$ cat config.mk
export PLATFORM = sky130hd
export DESIGN_NAME = divisor_frecuencia_multicanal_flat
export DESIGN_NICKNAME = d
export VERILOG_FILES = /design/src/rtl/divisor_frecuencia_multicanal_pkg.sv /design/src/rtl/divisor_frecuencia_multicanal_if.sv /design/src/rtl/divisor_frecuencia_multicanal_canal.sv /design/src/rtl/divisor_frecuencia_multicanal.sv /design/src/flat_wrapper.sv
export SDC_FILE = /design/constraint.sdc
export NUM_CORES = 1
export LEC_CHECK = 0
export ABC_CLOCK_PERIOD_IN_PS = 2600
export BUFFER_PORTS_ARGS = -buffer_cell sky130_fd_sc_hd__buf_2
export CAP_MARGIN = 20
export CORE_AREA = 2 2 58 115
export CTS_CLUSTER_DIAMETER = 100
export DETAILED_ROUTE_END_ITERATION = 6
export DIE_AREA = 0 0 60 117
export REMOVE_ABC_BUFFERS = 1
export SLEW_MARGIN = 5
export SYNTH_ARGS = -nofsm -noshare
export SYNTH_HDL_FRONTEND = slang
export SYNTH_SLANG_ARGS = --single-unit
$ cat constraint.sdc
create_clock -name clk -period 2.6 [get_ports clk]
set_clock_uncertainty 0.15 [all_clocks]
set_input_delay 0.26 -clock clk [delete_from_list [all_inputs] [get_ports clk]]
set_output_delay 0.26 -clock clk [all_outputs]
set_load 0.02 [all_outputs]
$ cat src/rtl/divisor_frecuencia_multicanal_pkg.sv
// Shared types and helpers for the multichannel clock divider.
// Holds the per-channel status bundle and the channel-select width rule.
package divisor_frecuencia_multicanal_pkg;

    localparam int N_CANALES_DEF   = 2;
    localparam int ANCHO_DEF       = 8;
    localparam int DIV_INICIAL_DEF = 5;

    typedef struct packed {
        logic pendiente;
        logic clk_out;
        logic tick;
    } canal_sal_t;

    // A single channel still needs a 1-bit selector so the port never collapses.
    function automatic int sel_w(input int n);
        return (n > 1) ? $clog2(n) : 1;
    endfunction

endpackage

$ cat src/rtl/divisor_frecuencia_multicanal_if.sv
// Control/status bundle between the divider and its programming master.
// The master drives enables, sync and limit writes; the divider reports back.
interface divisor_frecuencia_multicanal_if
    import divisor_frecuencia_multicanal_pkg::*;
#(
    parameter int N_CANALES = N_CANALES_DEF,
    parameter int ANCHO     = ANCHO_DEF
) ();

    localparam int SEL_W = sel_w(N_CANALES);

    logic [N_CANALES-1:0] en;
    logic                 sinc;
    logic                 div_wr;
    logic [SEL_W-1:0]     div_sel;
    logic [ANCHO-1:0]     div_val;
    logic [N_CANALES-1:0] pendiente;
    logic [N_CANALES-1:0] clk_out;
    logic [N_CANALES-1:0] tick;

    modport master (
        output en,
        output sinc,
        output div_wr,
        output div_sel,
        output div_val,
        input  pendiente,
        input  clk_out,
        input  tick
    );

    modport slave (
        input  en,
        input  sinc,
        input  div_wr,
        input  div_sel,
        input  div_val,
        output pendiente,
        output clk_out,
        output tick
    );

endinterface

$ cat src/rtl/divisor_frecuencia_multicanal_canal.sv
// One divider channel: half-period counter, active/pending limit pair,
// divided clock level and a registered one-cycle tick per edge.
module canal_divisor
    import divisor_frecuencia_multicanal_pkg::*;
#(
    parameter int ANCHO       = ANCHO_DEF,
    parameter int DIV_INICIAL = DIV_INICIAL_DEF
) (
    input  logic             clk,
    input  logic             reset,
    input  logic             i_en,
    input  logic             i_sinc,
    input  logic             i_wr,
    input  logic [ANCHO-1:0] i_val,
    output canal_sal_t       o_sal
);

    localparam logic [ANCHO-1:0] LIM_RST = ANCHO'(DIV_INICIAL);

    logic [ANCHO-1:0] r_cuenta;
    logic [ANCHO-1:0] r_limite;
    logic [ANCHO-1:0] r_pend_val;
    logic             r_pendiente;
    logic             r_clk_out;
    logic             r_tick;

    logic w_fin;
    logic w_frontera;

    assign w_fin      = i_en && !i_sinc && (r_cuenta == r_limite);
    // Limits may only swap where a half-period starts afresh.
    assign w_frontera = !i_en || i_sinc || w_fin;

    always_ff @(posedge clk) begin
        if (reset) begin
            r_cuenta    <= '0;
            r_clk_out   <= 1'b0;
            r_tick      <= 1'b0;
        end else if (!i_en || i_sinc) begin
            r_cuenta    <= '0;
            r_clk_out   <= 1'b0;
            r_tick      <= 1'b0;
        end else if (w_fin) begin
            r_cuenta    <= '0;
            r_clk_out   <= ~r_clk_out;
            r_tick      <= 1'b1;
        end else begin
            r_cuenta    <= r_cuenta + 1'b1;
            r_tick      <= 1'b0;
        end
    end

    always_ff @(posedge clk) begin
        if (reset) begin
            r_limite    <= LIM_RST;
            r_pend_val  <= LIM_RST;
            r_pendiente <= 1'b0;
        end else if (i_wr && i_sinc) begin
            // A write coinciding with sync is taken straight into service.
            r_limite    <= i_val;
            r_pend_val  <= i_val;
            r_pendiente <= 1'b0;
        end else begin
            if (w_frontera && r_pendiente) begin
                r_limite <= r_pend_val;
            end
            if (i_wr) begin
                r_pend_val  <= i_val;
                r_pendiente <= 1'b1;
            end else if (w_frontera) begin
                r_pendiente <= 1'b0;
            end
        end
    end

    assign o_sal.pendiente = r_pendiente;
    assign o_sal.clk_out   = r_clk_out;
    assign o_sal.tick      = r_tick;

endmodule

$ cat src/rtl/divisor_frecuencia_multicanal.sv
// Multichannel programmable clock divider: decodes limit writes per channel
// and replicates the channel divider, collecting level, tick and pending flags.
module divisor_frecuencia_multicanal
    import divisor_frecuencia_multicanal_pkg::*;
#(
    parameter int N_CANALES   = N_CANALES_DEF,
    parameter int ANCHO       = ANCHO_DEF,
    parameter int DIV_INICIAL = DIV_INICIAL_DEF
) (
    input logic                       clk,
    input logic                       reset,
    divisor_frecuencia_multicanal_if.slave bus
);

    localparam int SEL_W = sel_w(N_CANALES);

    logic [N_CANALES-1:0] w_wr;
    logic [N_CANALES-1:0] w_pend;
    logic [N_CANALES-1:0] w_clk;
    logic [N_CANALES-1:0] w_tick;

    for (genvar g = 0; g < N_CANALES; g++) begin : g_canal
        canal_sal_t w_sal;

        // Selectors beyond the last channel match no strobe and are dropped.
        assign w_wr[g] = bus.div_wr && (bus.div_sel == SEL_W'(g));

        canal_divisor #(
            .ANCHO       (ANCHO),
            .DIV_INICIAL (DIV_INICIAL)
        ) u_canal (
            .clk    (clk),
            .reset  (reset),
            .i_en   (bus.en[g]),
            .i_sinc (bus.sinc),
            .i_wr   (w_wr[g]),
            .i_val  (bus.div_val),
            .o_sal  (w_sal)
        );

        assign w_pend[g] = w_sal.pendiente;
        assign w_clk[g]  = w_sal.clk_out;
        assign w_tick[g] = w_sal.tick;
    end

    assign bus.pendiente = w_pend;
    assign bus.clk_out   = w_clk;
    assign bus.tick      = w_tick;

endmodule

$ cat src/flat_wrapper.sv
// flat-port wrapper written by rule: the top's interface ports become plain ports
module divisor_frecuencia_multicanal_flat import divisor_frecuencia_multicanal_pkg::*;
#(
    parameter int N_CANALES   = N_CANALES_DEF,
    parameter int ANCHO       = ANCHO_DEF,
    parameter int DIV_INICIAL = DIV_INICIAL_DEF
)
  (clk, reset, bus_en, bus_sinc, bus_div_wr, bus_div_sel, bus_div_val, bus_pendiente, bus_clk_out, bus_tick);
  divisor_frecuencia_multicanal_if #(.N_CANALES(N_CANALES), .ANCHO(ANCHO)) bus_i ();
  input logic clk;
  input logic reset;
  input wire logic [$bits(bus_i.en)-1:0] bus_en;
  input wire logic [$bits(bus_i.sinc)-1:0] bus_sinc;
  input wire logic [$bits(bus_i.div_wr)-1:0] bus_div_wr;
  input wire logic [$bits(bus_i.div_sel)-1:0] bus_div_sel;
  input wire logic [$bits(bus_i.div_val)-1:0] bus_div_val;
  output wire logic [$bits(bus_i.pendiente)-1:0] bus_pendiente;
  output wire logic [$bits(bus_i.clk_out)-1:0] bus_clk_out;
  output wire logic [$bits(bus_i.tick)-1:0] bus_tick;
  assign bus_i.en = bus_en;
  assign bus_i.sinc = bus_sinc;
  assign bus_i.div_wr = bus_div_wr;
  assign bus_i.div_sel = bus_div_sel;
  assign bus_i.div_val = bus_div_val;
  assign bus_pendiente = bus_i.pendiente;
  assign bus_clk_out = bus_i.clk_out;
  assign bus_tick = bus_i.tick;
  divisor_frecuencia_multicanal #(.N_CANALES(N_CANALES), .ANCHO(ANCHO), .DIV_INICIAL(DIV_INICIAL)) u_core (.clk(clk), .reset(reset), .bus(bus_i));
endmodule
==> impl_metrics.toml, run 1 <==
[outcome]
status = "finished, final reports clean"

[final_layout]
layout.nets = 315
layout_commonest_cell = "dfxtp_1"
layout_common_cells = "54 x dfxtp_1, 47 x nor2_1, 43 x nand2_1"
syn_to_final_growth_pct = 12.2
antennaDiodeCount = 0
drive_gt1_share_pct = 10.7
finish.utilization_pct = 43.3

[timing]
post-route-period-util_pct = 78.2
hold_violations = 0
setup_tns_ns = 0
drv_slew = 0
worst_slew_pin_slew_ns = 0.777
layout_min_cycle_time_ns = 2.03
rsz0062_at_grt = "false"
slew_headroom_pct = 47.9
holdWs_ns = 0.0925
max_freq_mhz = 492
setup_viol = 0

[placement]
hpwlAfterDp_um = 3520
place.gp.congestion = 0.788
io_buffers = 20

[die]
start_util_pct = 38.6
die_x_um = 60
core_mm2 = 0.00621
die_area_mm2 = 0.00702
die_h_um = 117
ios = 21
rows = 41

[setup_path]
rr_startpoint = "u_core.g_canal[1].u_canal.r_cuenta[5]"
cp.arrival_ns = 2.08
cp-end-kind = "flop"
crit_required_ns = 2.65
cp-start-kind = "flop"
critPathKind = "flop to flop"
cp-startpoint = "u_core.g_canal[1].u_canal.r_cuenta[5]"
cp_max_fo = 8

[global_routing]
gr-total-overflow = 0
grt_max_degree = 39
grt_antenna_before_repair = 0
grt_pass1_vias = 1794
grt_usage_pct = 15.6
grt_pass1_wl_um = 8400

[route]
wire_per_inst_um = 12.6
drc_errors = 0
drt_iter0_drc = 131
ant_nets = 0
vias_per_cell = 5.03
routed_wirelength_um = 4870
firstDrtPassIters = 4
vias = 1936

[pwr]
ir_drop_v = 0.000274
cellPowerDensity_mw_per_mm2 = 693
power_mw = 1.86
leakage_nw = 1.08

[clocking]
clk_path_buf_depth = 2
hold_buffers = 0
cts_tree = "built"
cts_buffers = 5
root_buffer = "clkbuf_16"
cts_htree_levels = 2
clock_latency_ns = 0.29
clk_pin_slew_ns = 0.07
cts_setup_buffers = 0
cts_num_sinks = 54
cts_resized = 0

[yosys]
synth_area_mm2 = 0.00240
yosysWarnings = 0
postSynthAreaPerCell_um2 = 8.23
syn_inst = 291
ys_ff_latch = 54
synthDistinctLibCells = 33
ys_seq_area_share_pct = 45.1

[hold_path]
hp-start = "bus_en[0]"
min_path_type = "primary input to flop"

[job]
cap_violations = 0
## cell usage after synthesis
library cell   n  area, um^2
o21ai_0        8        40.0
a211oi_1       2        15.0
clkbuf_1      11        41.3
nor4_1         4        25.0
nand2b_1       1        6.26
nand2_1       43         161
a31oi_1        4        25.0
buf_4          6        45.0
o211ai_1       1        7.51
nand4_1        1        6.26
buf_2          1        5.00
xnor2_1        6        52.6
and3_2         1        7.51
a211o_1        2        17.5
o311a_1        6        60.1
a2111oi_0      1        8.76
buf_1          1        3.75
or2_2          1        6.26
nor2b_1        1        6.26
and3_1         2        12.5
buf_6          2        22.5
dfxtp_1       54        1080
nand3b_1       4        30.0
and2_1         2        12.5
a311oi_1       6        52.6
nor3_1         6        30.0
xor2_1        24         210
inv_1          5        18.8
nor2_1        47         176
ha_1           2        25.0
nand3_1       21         105
and2_4         1        8.76
a21oi_1       14        70.1
## layout make-up
class	count	area, um^2
multi-input combinational	211	1180
timing repair buffer	21	108
clock inverter	3	68.8
fill	641	3520
sequential	54	1080
clock buffer	5	125
inverter	5	18.8
tap	86	108
## routing by layer
metal | global-route usage (%) | wire length [um] | part of all wire, %
met2 | 24.3 | 2250 | 46
met5 | 0 | 0 | 0
met4 | 5.93 | 67 | 1.4
met1 | 21.1 | 2370 | 49
met3 | 2.97 | 176 | 3.6
## path summary, 6_finish.rpt
kind              depth (start not counted)  slack [ns]                                 endpoint
setup reg to reg                          5        0.57    u_core.g_canal[1].u_canal.r_limite[6]
hold reg to reg                           2        0.31  u_core.g_canal[0].u_canal.r_pend_val[5]
setup / recovery                          5        0.57    u_core.g_canal[1].u_canal.r_limite[6]
hold / removal                            3        0.09         u_core.g_canal[0].u_canal.r_tick
## flip-flops by register name, indices dropped and copies added (netlist names)
| signal | cells |
|---|---|
| u_core.g_canal.u_canal.r_clk_out | 2 |
| u_core.g_canal.u_canal.r_limite | 16 |
| u_core.g_canal.u_canal.r_pend_val | 16 |
| u_core.g_canal.u_canal.r_tick | 2 |
| u_core.g_canal.u_canal.r_cuenta | 16 |
| u_core.g_canal.u_canal.r_pendiente | 2 |
## per-stage QoR
stage,setup WS [ns],cell area [um^2],cells
after floorplan,0.881,2280,270
after global placement,0.659,2490,377
after detailed placement,0.576,2490,377
after CTS,0.550,2690,385
after global routing,0.292,2690,385
final,0.568,2690,385
## power by group
group | internal (mW) | leakage [nW] | switching, mW
Combinational | 0.0504 | 0.549 | 0.0831
Clock | 0.553 | 0.0940 | 0.296
Sequential | 0.858 | 0.440 | 0.0223
## worst max-delay path, cell delays in order (launching register included)
cell and delay (ns):
dfxtp_1 0.40, xor2_1 0.17, nor4_1 0.10, a211oi_1 0.68, o21ai_0 0.17, a311oi_1 0.28
## logic make-up (layout without fill, tap and decap cells)
family                   Yosys count  in the layout  synth area share, %
AO/OA/AOI/OAI                     44             44                 12.4
XOR/XNOR                          30             30                 11.0
adder cells (fa/ha/maj)            2              2                 1.04
buffers and inverters             26             34                 5.69
flip-flops                        54             54                 45.1
AND/OR/NAND/NOR                  135            135                 24.8
No activity file was read; power rests on OpenSTA's default activity.
==> run 2: changes to the inputs <==
--- a/config.mk
+++ b/config.mk
@@ -5,7 +5,7 @@
 export SDC_FILE = /design/constraint.sdc
 export NUM_CORES = 1
 export LEC_CHECK = 0
-export ABC_CLOCK_PERIOD_IN_PS = 2600
+export ABC_CLOCK_PERIOD_IN_PS = 1730
 export BUFFER_PORTS_ARGS = -buffer_cell sky130_fd_sc_hd__buf_2
 export CAP_MARGIN = 20
 export CORE_AREA = 2 2 58 115
==> constraint.sdc (replaced) <==
create_clock -name clk -period 1.73 [get_ports clk]
set_clock_uncertainty 0.15 [all_clocks]
set_input_delay 0.173 -clock clk [delete_from_list [all_inputs] [get_ports clk]]
set_output_delay 0.173 -clock clk [all_outputs]
set_load 0.02 [all_outputs]
==> run 2 against run 1 <==
  * The flow now finishes with violations (setup timing)
  * Hold slack got worse by 0.091 ns
  * Utilization increased by 6.2 points
  * Flip-flop and latch count unchanged
  * Setup slack got worse by 0.60 ns
  * Total power increased by 40%
  * Wire length increased by 16%
  * Maximum frequency increased by 15%
  * Cell area increased by 14%
  * Sequential power increased by 51%
  * Critical path depth increased by 2
  * Die area unchanged
  * Critical path type unchanged
  * Highest routed layer unchanged
==> impl_metrics.toml, run 2 (synthesized netlist as in run 1, its figures left out) <==
[timing]
layout_min_cycle_time_ns = 1.76
max_freq_mhz = 567
drv_slew = 0
hold_violations = 0
setup_viol = 4
worst_slew_pin_slew_ns = 0.479
post-route-period-util_pct = 102
rsz0062_at_grt = "true"
finalWorstSetupSlack_ns = -0.0333
holdWs_ns = 0.00165
slew_headroom_pct = 68.0

[pwr]
leakage_nw = 1.27
clkPwrFrac_pct = 38.5
cellPowerDensity_mw_per_mm2 = 846
seqPwrFrac_pct = 51.3
p_int_mw = 1.98
p_sw_mw = 0.616
ir_drop_v = 0.000506
p_comb_share_pct = 10.2
p_sw_share_pct = 23.7
power_mw = 2.60

[die]
die_x_um = 60
die_h_um = 117
core_mm2 = 0.00621
rows = 41
die_area_mm2 = 0.00702
ios = 21
start_util_pct = 38.6

[setup_path]
reg2reg_depth = 7
cp_max_fo = 8
cp-startpoint = "u_core.g_canal[1].u_canal.r_cuenta[5]"
cp-end-kind = "flop"
reg2reg_to = "u_core.g_canal[1].u_canal.r_limite[3]"
critPathKind = "flop to flop"
r2r_setup_slack_ns = -0.03
crit_required_ns = 1.72
cp.arrival_ns = 1.76
endpoint = "u_core.g_canal[1].u_canal.r_limite[3]"
rr_startpoint = "u_core.g_canal[1].u_canal.r_cuenta[5]"
cp-start-kind = "flop"

[final_layout]
antennaDiodeCount = 0
layout.nets = 348
syn_to_final_growth_pct = 28.1
layout_commonest_cell = "nor2_1"
finish.utilization_pct = 49.5
drive_gt1_share_pct = 34.0
top_regs = "u_core.g_canal.u_canal.r_cuenta x16, u_core.g_canal.u_canal.r_limite x16, u_core.g_canal.u_canal.r_pend_val x16"
layout_common_cells = "47 x nor2_1, 43 x nand2_1, 32 x buf_4"
fillerInstances = 605

[route]
drt_iter0_drc = 96
ant_nets = 0
firstDrtPassIters = 4
vias_per_cell = 5.04
drc_errors = 0
routed_wirelength_um = 5620
wire_per_inst_um = 13.4
vias = 2108

[job]
cap_violations = 0

[hold_path]
min_path_type = "primary input to flop"
hp-start = "bus_en[0]"

[global_routing]
grt_usage_pct = 17.3
grt_pass1_vias = 2037
gr-total-overflow = 0
grt_antenna_before_repair = 0
grt_max_degree = 29
grt_pass1_wl_um = 9430

[placement]
hpwlAfterDp_um = 3810
io_buffers = 20
place.gp.congestion = 0.777

[clocking]
clk_path_buf_depth = 2
clk_pin_slew_ns = 0.07
cts_htree_levels = 2
cts_tree = "built"
root_buffer = "clkbuf_16"
hold_buffers = 0
cts_num_sinks = 54
cts_buffers = 5
clock_latency_ns = 0.29

[outcome]
status = "finished, violations left"
failed_checks = "setup timing"
[run 2: changes by cell type in the layout (fill, tap and decap cells not counted), sizes merged]
cell | before | now
bufinv | 2 | 0
buf | 21 | 54
clkbuf | 5 | 7
[run 2: final cells by class]
class / count / area [um^2] / share of cell area, %
Sequential cell: 54 / 1120 / 36.5
Tap cell: 86 / 108 / 3.50
Clock buffer: 7 / 143 / 4.65
Clock inverter: 1 / 5.00 / 0.163
Inverter: 5 / 18.8 / 0.611
Multi-Input combinational cell: 211 / 1300 / 42.5
Timing Repair Buffer: 54 / 372 / 12.1
[run 2: what timing repair did]
item,in CTS,in global routing
pin swaps,6,22
buffers inserted,0,3
endpoints found under the setup margin,13,25
cloned,0,0
resized for setup,15,44
[run 2: power by group through the flow]
| stage | sequential (mW) | clock, mW | combinational [mW] |
|---|---|---|---|
| 2_1_floorplan | 1.34 | 0 | 0.123 |
| 3_3_place_gp | 1.35 | 0 | 0.233 |
| 3_5_place_dp | 1.35 | 0 | 0.239 |
| 4_1_cts | 1.32 | 1.02 | 0.246 |
| 5_1_grt | 1.34 | 1.08 | 0.296 |
| 6_report | 1.33 | 1.00 | 0.265 |
[run 2: worst min-delay path by stage]
| stage | end | depth (start not counted) |
|---|---|---|
| final | u_core.g_canal[0].u_canal.r_tick | 3 |
| after CTS | u_core.g_canal[0].u_canal.r_pend_val[2] | 3 |
| after global placement | u_core.g_canal[0].u_canal.r_pend_val[2] | 3 |
| after detailed placement | u_core.g_canal[1].u_canal.r_pend_val[3] | 2 |
| after global routing | u_core.g_canal[0].u_canal.r_pend_val[7] | 3 |
| after floorplan | u_core.g_canal[0].u_canal.r_pend_val[1] | 1 |
[run 2: per-stage QoR]
step                      TNS [ns]  cell area [um^2]  setup slack (ns)  cells
after global routing         -1.87              3070            -0.146    418
after floorplan                  0              2280            0.0107    270
after global placement      -0.464              2740           -0.0675    408
after CTS                  -0.0471              2920           -0.0444    415
after detailed placement    -0.605              2740           -0.0960    408
final                      -0.0679              3070           -0.0333    418
[run 2: worst max-delay path: stages (launching register included)]
cell and delay, ns:
dfxtp_2 0.33, xor2_1 0.17, nor4_2 0.29, buf_4 0.17, a211oi_2 0.06, buf_4 0.17, o21ai_1 0.16, a311oi_2 0.11
[run 2: per-layer routing]
metal	part of all wire, %	vias to the layer above	GRT usage [%]
met5	0	-	0
met4	2.8	0	8.44
met3	4.6	14	2.75
met2	50	62	27.6
met1	42	980	22.2
li1	-	1052	-
==> run 3: changes to the inputs <==
--- a/config.mk
+++ b/config.mk
@@ -5,7 +5,7 @@
 export SDC_FILE = /design/constraint.sdc
 export NUM_CORES = 1
 export LEC_CHECK = 0
-export ABC_CLOCK_PERIOD_IN_PS = 1730
+export ABC_CLOCK_PERIOD_IN_PS = 1890
 export BUFFER_PORTS_ARGS = -buffer_cell sky130_fd_sc_hd__buf_2
 export CAP_MARGIN = 20
 export CORE_AREA = 2 2 58 115
==> constraint.sdc (replaced) <==
create_clock -name clk -period 1.89 [get_ports clk]
set_clock_uncertainty 0.15 [all_clocks]
set_input_delay 0.189 -clock clk [delete_from_list [all_inputs] [get_ports clk]]
set_output_delay 0.189 -clock clk [all_outputs]
set_load 0.02 [all_outputs]
==> run 3 against run 2 <==
  * The run now ends clean
  * Via count fell by 4.2%
  * Clock power fell by 13%
  * Hold slack improved by 0.024 ns
  * Sequential power fell by 9%
  * Final cell count fell by 4.5%
  * Critical path depth fell by 1
  * Maximum frequency fell by 4.7%
  * Global-route usage fell by 0.48 points
  * Combinational power fell by 19%
  * Flip-flop and latch count did not move
  * Utilization fell by 4.7 points
  * Register-to-register slack improved by 0.07 ns
  * Critical endpoint is now u_core.g_canal[0].u_canal.r_limite[1]
  * Highest routed layer unchanged
==> impl_metrics.toml, run 3 (synthesized netlist as in run 1, its figures left out) <==
[final_layout]
layout_commonest_cell = "dfxtp_1"
layout_common_cells = "53 x dfxtp_1, 47 x nor2_1, 43 x nand2_1"
syn_to_final_growth_pct = 16.0
top_regs = "u_core.g_canal.u_canal.r_cuenta x16, u_core.g_canal.u_canal.r_limite x16, u_core.g_canal.u_canal.r_pend_val x16"
antennaDiodeCount = 0
finish.utilization_pct = 44.8
fillerInstances = 629
stdcell_area_mm2 = 0.00278
layout.nets = 330
drive_gt1_share_pct = 16.0

[timing]
layout_min_cycle_time_ns = 1.85
max_freq_mhz = 540
hold_violations = 0
post-route-period-util_pct = 97.9
rsz0062_at_grt = "true"
setup_viol = 0
slew_headroom_pct = 71.3
drv_slew = 0
worst_slew_pin_slew_ns = 0.429
setup_tns_ns = 0

[setup_path]
rr_startpoint = "u_core.g_canal[0].u_canal.r_cuenta[3]"
reg2reg_to = "u_core.g_canal[0].u_canal.r_limite[1]"
cp.arrival_ns = 1.87
cp-start-kind = "flop"
crit_required_ns = 1.91
critPathKind = "flop to flop"
cp-end-kind = "flop"
cp_max_fo = 7
reg2reg_depth = 6
r2r_setup_slack_ns = 0.04

[placement]
hpwlAfterDp_um = 3850
place.gp.congestion = 0.770
io_buffers = 20
placed_area_mm2 = 0.00261

[clocking]
cts_tree = "built"
clock_latency_ns = 0.29
root_buffer = "clkbuf_16"
cts_setup_buffers = 0
cts_num_sinks = 54
clk_path_buf_depth = 2
clk_pin_slew_ns = 0.06
cts_htree_levels = 2
cts_buffers = 5

[route]
firstDrtPassIters = 4
vias = 2020
vias_per_cell = 5.06
ant_nets = 0
drc_errors = 0
routed_wirelength_um = 5350
wire_per_inst_um = 13.4
drt_iter0_drc = 77

[hold_path]
worstHoldPathCells = 3
hold-path-endpoint = "u_core.g_canal[1].u_canal.r_pend_val[2]"
min_path_type = "primary input to flop"
hp-start = "bus_div_val[2]"

[global_routing]
grt_pass1_wl_um = 8980
gr-total-overflow = 0
grt_usage_pct = 16.8
grt_antenna_before_repair = 0
grt_max_degree = 22
grt_pass1_vias = 1917

[die]
die_x_um = 60
rows = 41
start_util_pct = 38.6
die_h_um = 117
die_area_mm2 = 0.00702
ios = 21
core_mm2 = 0.00621

[pwr]
leakage_nw = 1.14
ir_drop_v = 0.000362
power_mw = 2.29
cellPowerDensity_mw_per_mm2 = 825

[outcome]
status = "finished, final reports clean"

[job]
cap_violations = 0
-- run 3: worst max-delay path by stage --
stage,end,startpoint,cells after the start,slack [ns]
after floorplan,u_core.g_canal[1].u_canal.r_limite[1],u_core.g_canal[1].u_canal.r_cuenta[5],5,0.17
after global placement,u_core.g_canal[1].u_canal.r_limite[3],u_core.g_canal[1].u_canal.r_cuenta[1],6,0.08
after detailed placement,u_core.g_canal[0].u_canal.r_limite[0],u_core.g_canal[0].u_canal.r_cuenta[5],5,0.02
after CTS,u_core.g_canal[1].u_canal.r_limite[5],u_core.g_canal[1].u_canal.r_cuenta[0],7,0.008
after global routing,u_core.g_canal[1].u_canal.r_limite[6],u_core.g_canal[1].u_canal.r_cuenta[3],7,-0.04
final,u_core.g_canal[0].u_canal.r_limite[1],u_core.g_canal[0].u_canal.r_cuenta[3],6,0.04
-- run 3: where the power goes --
group / switching [mW] / leakage, nW / internal [mW]
sequential: 0.0310 / 0.441 / 1.18
combinational: 0.129 / 0.631 / 0.0865
clock: 0.381 / 0.0640 / 0.485
total: 0.541 / 1.14 / 1.75
-- run 3: routing by layer --
metal / track usage [%] / vias to the layer above / wire length, um
met4: 6.22 / 0 / 65
met1: 22.8 / 946 / 2550
li1: - / 1025 / -
met5: 0 / - / 0
met3: 2.97 / 5 / 198
met2: 26.3 / 44 / 2540
-- run 3: timing repair --
item / CTS / global route
gates resized for setup: 0 / 9
hold buffers: 0 / 0
endpoints found under the setup margin: 0 / 23
-- run 3: cell type report --
type	instances	area, um^2	share of cell area, %
tap	86	108	3.87
clock buffer	7	133	4.77
timing repair buffer	36	220	7.92
sequential	54	1080	38.9
multi-input combinational	211	1220	43.8
inverter	5	18.8	0.675
-- run 3: worst max-delay path: stages, from the launching register on --
cell and delay, ns:
dfxtp_1 0.35, xor2_1 0.16, nor4_1 0.43, a211o_1 0.24, buf_4 0.18, nand3_1 0.08, o311a_1 0.15
-- run 3: stage by stage --
stage | setup WS (ns) | cells | hold slack [ns]
after global placement | 0.0791 | 392 | 0.297
after CTS | 0.00802 | 399 | 0.0150
after detailed placement | 0.0213 | 392 | 0.301
after global routing | -0.0429 | 399 | 0.0365
after floorplan | 0.171 | 270 | 0.108
final | 0.0393 | 399 | 0.0257
